--- src/rtl/vga_text_render.sv ---
// Text-mode pixel renderer. It turns a stream of pixel positions into character-buffer
// and font-ROM lookups, then into palette colours with blink and cursor effects.
// The pipeline has a fixed 5-cycle latency. It accepts one pixel per clock and never stalls.
//
// Ports:
//   clk_i, rstn_i                pixel clock, async active-low reset
//   x_px_i, y_px_i               current pixel position
//   activevideo_i                display-zone flag
//   hsync_i, vsync_i             active-low syncs from the timing generator
//   cursor_en_i/col_i/row_i      cursor control
//   cbuf_addr_o / cbuf_data_i    character buffer (1-cycle read latency)
//   font_addr_o / font_data_i    font ROM {code, glyph_row} (1-cycle read latency)
//   red_o, green_o, blue_o       pixel colour
//   hsync_o, vsync_o             syncs delayed to align with colour
module vga_text_render #(
  parameter int unsigned COLS    = 160,
  parameter int unsigned ROWS    = 60,
  parameter int unsigned CBUF_AW = 14
) (
  input  logic               clk_i,
  input  logic               rstn_i,
  input  logic [10:0]        x_px_i,
  input  logic [10:0]        y_px_i,
  input  logic               activevideo_i,
  input  logic               hsync_i,
  input  logic               vsync_i,
  input  logic               cursor_en_i,
  input  logic [7:0]         cursor_col_i,
  input  logic [5:0]         cursor_row_i,
  output logic [CBUF_AW-1:0] cbuf_addr_o,
  input  logic [15:0]        cbuf_data_i,
  output logic [11:0]        font_addr_o,
  input  logic [7:0]         font_data_i,
  output logic [3:0]         red_o,
  output logic [3:0]         green_o,
  output logic [3:0]         blue_o,
  output logic               hsync_o,
  output logic               vsync_o
);

  localparam int unsigned H_PIX = 8 * COLS;
  localparam int unsigned V_PIX = 16 * ROWS;

  // Sideband fields that travel with each pixel
  typedef struct packed {
    logic       vis;
    logic [2:0] xl;
    logic [3:0] yl;
    logic       hs;
    logic       vs;
    logic       cur;
  } side_t;

  localparam side_t SIDE_RST = '{vis: 1'b0, xl: 3'd0, yl: 4'd0, hs: 1'b1, vs: 1'b1, cur: 1'b0};

  side_t s1, s2, s3, s4;

  logic [7:0] s1_col;
  logic [6:0] s1_row;
  logic       s1_cur_en;
  logic [7:0] s1_cur_col;
  logic [5:0] s1_cur_row;

  logic [3:0] fg3, fg4;
  logic [2:0] bg3, bg4;
  logic       blink3, blink4;

  logic       vs_prev;
  logic [5:0] frame_cnt;

  logic               vis_c;
  logic [CBUF_AW-1:0] addr_c;
  logic               pix_c;
  logic               swap_c;
  logic [3:0]         fg_eff_c;
  logic [3:0]         idx_c;
  logic [11:0]        colour_c;

  // Palette: {I,R,G,B} -> 4-bit level per channel
  function automatic logic [3:0] level(input logic on, input logic inten);
    if (on) return inten ? 4'hF : 4'hA;
    else    return inten ? 4'h5 : 4'h0;
  endfunction

  function automatic logic [11:0] palette(input logic [3:0] idx);
    return {level(idx[2], idx[3]), level(idx[1], idx[3]), level(idx[0], idx[3])};
  endfunction

  // Input-stage visibility and buffer address
  always_comb begin
    vis_c  = activevideo_i && (32'(x_px_i) < H_PIX) && (32'(y_px_i) < V_PIX);
    addr_c = '0;
    if (vis_c)
      addr_c = CBUF_AW'(32'(y_px_i[10:4]) * COLS + 32'(x_px_i[10:3]));
  end

  // Stage 1: buffer address, position sideband, cursor sampled with the cell position
  always_ff @(posedge clk_i or negedge rstn_i) begin
    if (!rstn_i) begin
      cbuf_addr_o <= '0;
      s1          <= SIDE_RST;
      s1_col      <= '0;
      s1_row      <= '0;
      s1_cur_en   <= 1'b0;
      s1_cur_col  <= '0;
      s1_cur_row  <= '0;
    end else begin
      cbuf_addr_o <= addr_c;
      s1.vis      <= vis_c;
      s1.xl       <= x_px_i[2:0];
      s1.yl       <= y_px_i[3:0];
      s1.hs       <= hsync_i;
      s1.vs       <= vsync_i;
      s1.cur      <= 1'b0;
      s1_col      <= x_px_i[10:3];
      s1_row      <= y_px_i[10:4];
      s1_cur_en   <= cursor_en_i;
      s1_cur_col  <= cursor_col_i;
      s1_cur_row  <= cursor_row_i;
    end
  end

  // Stage 2: resolve whether this cell is the cursor cell
  always_ff @(posedge clk_i or negedge rstn_i) begin
    if (!rstn_i) begin
      s2 <= SIDE_RST;
    end else begin
      s2     <= s1;
      s2.cur <= s1_cur_en && (s1_col == s1_cur_col) && (s1_row == {1'b0, s1_cur_row});
    end
  end

  // Stage 3: font address from the cell code, capture attributes
  always_ff @(posedge clk_i or negedge rstn_i) begin
    if (!rstn_i) begin
      s3          <= SIDE_RST;
      font_addr_o <= '0;
      fg3         <= '0;
      bg3         <= '0;
      blink3      <= 1'b0;
    end else begin
      s3          <= s2;
      font_addr_o <= {cbuf_data_i[7:0], s2.yl};
      fg3         <= cbuf_data_i[11:8];
      bg3         <= cbuf_data_i[14:12];
      blink3      <= cbuf_data_i[15];
    end
  end

  // Stage 4: wait for the glyph row from the font ROM
  always_ff @(posedge clk_i or negedge rstn_i) begin
    if (!rstn_i) begin
      s4     <= SIDE_RST;
      fg4    <= '0;
      bg4    <= '0;
      blink4 <= 1'b0;
    end else begin
      s4     <= s3;
      fg4    <= fg3;
      bg4    <= bg3;
      blink4 <= blink3;
    end
  end

  // Frame counter advances on each vsync falling edge
  always_ff @(posedge clk_i or negedge rstn_i) begin
    if (!rstn_i) begin
      vs_prev   <= 1'b1;
      frame_cnt <= '0;
    end else begin
      vs_prev <= vsync_i;
      if (vs_prev && !vsync_i)
        frame_cnt <= 6'(frame_cnt + 6'd1);
    end
  end

  // Colour selection: blink replaces fg first, then the cursor swaps fg and bg
  always_comb begin
    pix_c    = font_data_i[3'(3'd7 - s4.xl)];
    fg_eff_c = (blink4 && frame_cnt[5]) ? {1'b0, bg4} : fg4;
    swap_c   = s4.cur && (s4.yl >= 4'd14) && frame_cnt[4];
    idx_c    = (pix_c ^ swap_c) ? fg_eff_c : {1'b0, bg4};
    colour_c = 12'h000;
    if (s4.vis)
      colour_c = palette(idx_c);
  end

  // Output stage
  always_ff @(posedge clk_i or negedge rstn_i) begin
    if (!rstn_i) begin
      red_o   <= '0;
      green_o <= '0;
      blue_o  <= '0;
      hsync_o <= 1'b1;
      vsync_o <= 1'b1;
    end else begin
      red_o   <= colour_c[11:8];
      green_o <= colour_c[7:4];
      blue_o  <= colour_c[3:0];
      hsync_o <= s4.hs;
      vsync_o <= s4.vs;
    end
  end

endmodule

--- config.mk ---
export PLATFORM = sky130hd
export DESIGN_NAME = vga_text_render
export DESIGN_NICKNAME = d
export VERILOG_FILES = /design/src/rtl/vga_text_render.sv
export SDC_FILE = /design/constraint.sdc
export NUM_CORES = 1
export LEC_CHECK = 0
export CORE_MARGIN = 2
export CORE_UTILIZATION = 45
export DETAILED_ROUTE_END_ITERATION = 7
export GPL_ROUTABILITY_DRIVEN = 0
export PLACE_DENSITY = 0.75
export RECOVER_POWER = 50
export REMOVE_ABC_BUFFERS = 1
export SLEW_MARGIN = 10
export SYNTH_ARGS = -nofsm -noshare
export SYNTH_HDL_FRONTEND = slang
export SYNTH_SLANG_ARGS = --single-unit
--- constraint.sdc ---
create_clock -name clk_i -period 2.1 [get_ports clk_i]
set_input_delay 0.21 -clock clk_i [delete_from_list [all_inputs] [get_ports clk_i]]
set_output_delay 0.21 -clock clk_i [all_outputs]
set_load 0.01 [all_outputs]
# Word level (Yosys, flattened, before mapping)
# Index checks and enable logic that the tools add are counted.
word_totals:
  ff_bits: 135
  output_inout_bits: 40
  wordCells: 73
  input_bits: 66
classes:
  mux: 11
  n_eq_ne: 2
  bitwise_logic: 1
  add_sub_neg: 3
  multipliers: 1
  n_reduce_logical: 9
  order_cmp: 4
op_table:
  columns: ["operator", "count"]
  rows:
  - ["2-to-1 mux 4 bit", 5]
  - ["adder 14 x 8 -> 14 bit", 1]
  - ["2-to-1 mux 14 bit", 1]
  - ["2-to-1 mux 12 bit", 1]
  - ["less-than comparator 11 x 10 -> 1 bit (second input constant)", 1]
  - ["less-than comparator 11 bit (second input constant)", 1]
  - ["multiplier 7 x 3 -> 9 bit (second input constant)", 1]
  - ["equality test 8 bit", 1]
  - ["logical AND 1 bit", 8]
  - ["equality test 7 x 6 -> 1 bit", 1]
  - ["adder 6 x 1 -> 6 bit (second input constant)", 1]
  - ["2-to-1 mux 3 bit", 2]
  - [">= comparator 4 bit (second input constant)", 1]
  - ["less-than comparator 3 x 4 -> 1 bit (second input constant)", 1]
  - ["binary-select mux 1 bit (select 3 bit)", 1]
  - ["subtractor 3 bit (first input constant)", 1]
  - ["zero test 1 bit", 1]
  - ["2-to-1 mux 1 bit", 1]
  - ["bitwise XOR 1 bit", 1]

# Depth between registers and ports, before layout
depth:
  word_depth: 8
  mapped_depth: 8
  ltp_nobuf: 8

# Worst setup path before layout
# Ideal clock, no wire load.
synth_timing:
  kind: "in2reg"
  from: "in y_px_i[5]"
  to: "reg cbuf_addr_o[13]"
  t_arrival_ns: 2.023
  stages: 8
  slack_ns: -0.054
  t_required_ns: 1.969
  n_path_buf: 0
  setup_time_ns: 0.131
  cell_sequence: "ha_1 > ha_1 > fa_1 > xor2_1 > o2111ai_1 > or3_1 > nor3_1 > nor3b_1"
synth_via:
  elab_chain_len: 3
  word_cells_on_any_way: 5
  cone_classes: "add/sub: 1; mul: 1; order compare: 1; mux: 1; reduce/logical: 1"
synth_lines:
  columns: ["item", "line", "source"]
  rows:
  - ["start, declared", "23", "input logic [10:0] y_px_i,"]
  - ["multiplier 7 x 3 -> 9 bit or less-than comparator 11 x 10 -> 1 bit (tied branches)", "94, 91", null]
  - ["adder 14 x 8 -> 14 bit or logical AND 1 bit (tied branches)", "94, 91", null]
  - ["2-to-1 mux 14 bit *", "93", "if (vis_c)"]
  - ["net addr_c[13]", "72", "logic [CBUF_AW-1:0] addr_c;"]
  - ["end signal, assigned", "108", "cbuf_addr_o <= addr_c;"]
  - ["end, declared", "30", "output logic [CBUF_AW-1:0] cbuf_addr_o,"]
# Mark *: on every way through the listed nets, which the timed path passes. The rest lies on a longest branch.
# A chain may end at the register's enable or synchronous reset.

# Final worst setup path
layout_timing:
  from: "in y_px_i[4]"
  to: "reg cbuf_addr_o[13]"
# The elaborated chain is that of the path after synthesis.

==> metrics.md <==
| Metric | Value |
|---|---|
| Hold-critical path endpoint | s1_row[2]$_DFF_PN0_ |
| Sequential cell area | 3065 um2 |
| Post-Syn Instances | 252 |
| Top post-synthesis cells by area | dfrtp_1, dfstp_2, ha_1 |
| Crit path buf inv count | 1 |
| DR vias/cell | 4.741 |
| Routed via count | 2432 |
| Largest net degree at the start of global routing | 60 |
| Reg clk slew, reported paths | 0.06 ns |
| Unrepaired setup endpoints after global routing | true |
| CP arrival | 2.48 ns |
| Initial Util | 46.57% |
| Chip Width | approximately 99 um |
| Sequence of cells on the critical path | clkdlybuf4s50_1 > ha_2 > ha_4 > fa_2 > xor2_2 > o2111ai_2 > or3_4 > nor3_2 > nor3b_2 |
| Worst Setup End Kind | register |
| Share of cells above drive strength 1 | 19.15% |
| Clk_lat worst skew | 0.49 ns |
| H-tree Lvls | 4 |
| Residual DRC count | 0 |
| Worst path max stage delay | 0.43 ns |
| Static leakage | 0.002707 uW |
| Hold path cells | 2 |
| Detailed Route WL | 7.781 mm |
| Max frequency | between 0.4 and 0.5 GHz |
| CTS tree | built |
| Actual slew at the worst max-slew pin | ~0.79 ns |
| Nets | 472 |
| Detailed-route wire length per cell | 15.17 um |
| I/O Buffers | 105 |
| Initial antenna violation count | 2 |
| Setup TNS | -0.005856 ns |
| Mapped Area | 4081 um2 |
| Max Buffers Root-to-Sink | 2 |
| Worst Skew | 0.007133 ns |
| Slack of the worst reg-to-reg path | between 0.2 and 0.3 ns |
| Worst hold path type | in -> reg |
| Pre-CTS setup slack | -0.6896 ns |
| Status | finished, violations left |
| Crit path max-delay cell type | clkdlybuf4s50_1 |
| Die area | 9848 um2 |
| Synth warn | 0 |
| Violated checks | negative setup slack |
| Startpoint of the worst register-to-register path | s4[7]$_DFF_PN0_ |
| Tmin final | between 2 and 2.5 ns |
| # IOs | 106 |
| Final setup violation count | 1 |
| Max VDD drop | ~580 uV |
| Maximum Capacitance Violations | 0 |
| Max-slew violations | 0 |
| Number of CTS-inserted buffers | 17 |
| Normalized max-slew margin | 47.27% |
| Antenna-violating nets left | 0 |
| Mean post-synth cell area | 16.20 um2 |
| Crit-path leading delay family | adder cells |
| Fin crit share | 100.3% |
| Critical path peak fanout | 2 |
| Fin. Hold Viols | 0 |
| Synthesized flop and latch total | approximately 120 |
| Post-route worst setup slack | -0.005856 ns |
| Root Buffer Master | clkbuf_8 |
| GR Overflow Total | 0 |
| Synthesis-to-finish area growth | 47.55% |
| R2R depth | 5 |
| Pwr dens | 1013 nW/um2 |
| DRT Pass-1 Iters | 4 |
| Synth area leader | dfrtp_1 |
| Min-delay src | y_px_i[6] |
| Seq/Total Area, Yosys | between 70% and 80% |
| DP Wirelength | 5.581 mm |
| Setup crit start kind | input port |
| GRT Util Overall | 17.04% |
| DIE HEIGHT | 99.24 um |
| CP Class | in -> reg |
| Number of global-route vias before repair | ~2.7k |
| FP Rows | 34 |
| Reg2Reg Capture Point | blue_o[1]$_DFF_PN0_ |
| Synth top area share | 68.67% |
| Synth cell types | 34 |
| Wire length of the first global-routing pass | 12.61 mm |
| Initial drt markers | just under 90 |
| # clock sinks | 122 |
| Worst path required time | 2.48 ns |
| Core area | 8763 um2 |
| Fillers | 620 |
| Smallest hold slack | 0.1652 ns |
| Area of the multi-input gates | 968.4 um2 |
## worst max-delay path by stage
stage                                end      start  slack (ns)  cells after the start
2_1_floorplan  cbuf_addr_o[13]$_DFF_PN0_  y_px_i[5]       -0.05                      8
4_1_cts        cbuf_addr_o[13]$_DFF_PN0_  y_px_i[4]       0.008                     10
5_1_grt        cbuf_addr_o[13]$_DFF_PN0_  y_px_i[4]       -0.04                      9
3_5_place_dp   cbuf_addr_o[13]$_DFF_PN0_  y_px_i[5]       -0.69                      9
3_3_place_gp   cbuf_addr_o[13]$_DFF_PN0_  y_px_i[5]       -0.53                      9
6_report       cbuf_addr_o[13]$_DFF_PN0_  y_px_i[4]      -0.006                      9
## layout by cell type (no fill, tap or decap), drive strengths merged, types with 9 or more instances in the layout
cell	Yosys	final
dfstp	10	10
dlygate4sd3	0	50
xor2	10	10
clkdlybuf4s50	0	52
buf	13	22
xnor2	15	15
nand2	9	9
dfrtp	112	112
ha	14	14
clkbuf	0	27
## cells in the mapped netlist (all sizes together)
master / instances
o21bai: 1
a21oi: 3
nor4: 1
o2111ai: 1
buf: 13
dfstp: 10
mux4: 1
a31oi: 1
a211oi: 2
nand4: 6
xor2: 10
a21o: 4
dfrtp: 112
xnor2: 15
ha: 14
a211o: 1
fa: 2
nand2: 9
nor3b: 2
nor2b: 4
inv: 4
mux2: 1
and4: 1
nand3: 3
mux2i: 7
nor3: 4
or3: 1
o21ai: 4
and3: 2
and2: 7
nor2: 6
## state kept, by name, summed over array words and instances (netlist names), 2 cells and up
name / cells
bg3: 3
bg4: 3
cbuf_addr_o: 14
fg3: 4
fg4: 4
font_addr_o: 9
frame_cnt: 6
red_o: 2
s1: 9
s1_col: 8
s1_cur_col: 8
s1_cur_row: 6
s1_row: 7
s2: 11
s3: 10
s4: 10
## cell type report
| class | instances | share of cell area [%] |
|---|---|---|
| Sequential cell | 122 | 50.90 |
| Timing Repair Buffer | 132 | 20.59 |
| Multi-Input combinational cell | 113 | 16.08 |
| Clock buffer | 22 | 7.355 |
| Clock inverter | 9 | 2.452 |
| Tap cell | 108 | 2.244 |
| Inverter | 4 | 0.2493 |
| Antenna cell | 3 | 0.1247 |
## worst register-to-register path: cells and delay by family, from the launching register on
family	cells	cell delay [ns]
mux	3	0.89
flops	1	0.44
compound gates	1	0.24
xor+xnor	1	0.15
## routing by layer
| layer | GRT usage, % | up-vias | wire length [um] |
|---|---|---|---|
| li1 | - | 1115 | - |
| met1 | 20.32 | 1194 | 3168 |
| met5 | 0 | - | 0 |
| met4 | 7.482 | 0 | 93 |
| met3 | 5.973 | 12 | 570 |
| met2 | 28.12 | 111 | 3949 |
## stage by stage
step | cell area, um2 | total power, uW | std cells | utilization (%)
final | 6022 | 6098 | 513 | 68.72
after global routing | 6020 | 6355 | 512 | 68.69
after CTS | 6027 | 6191 | 510 | 68.77
after global placement | 5364 | 3234 | 477 | 61.21
after floorplan | 3980 | 2884 | 239 | -
after detailed placement | 5364 | 3274 | 477 | 61.21
## logic make-up after synthesis
kind of cell    after synthesis  share of synthesized area [%]
flops                       122                          75.11
simple gates                 46                          6.039
mux                           9                          2.544
fa+ha+maj                    16                          5.273
xor+xnor                     25                          5.365
buf+inv                      17                          2.851
compound gates               17                          2.820
## power breakdown
part | switching [uW] | total, uW | internal (uW)
combinational | 275 | 631 | 356
sequential | 90.7 | 2610 | 2520
clock | 912 | 2850 | 1940
total | 1280 | 6100 | 4820
## repair_timing
action                                 4_1_cts  5_1_grt
endpoints found under the hold margin       31        0
hold buffers                                 1        0
resized for setup                           13        3
pin swaps                                    7        0
setup endpoints to repair                    2        3
setup buffers                                1        0
Note: power is estimated with default switching activity, not from simulation.
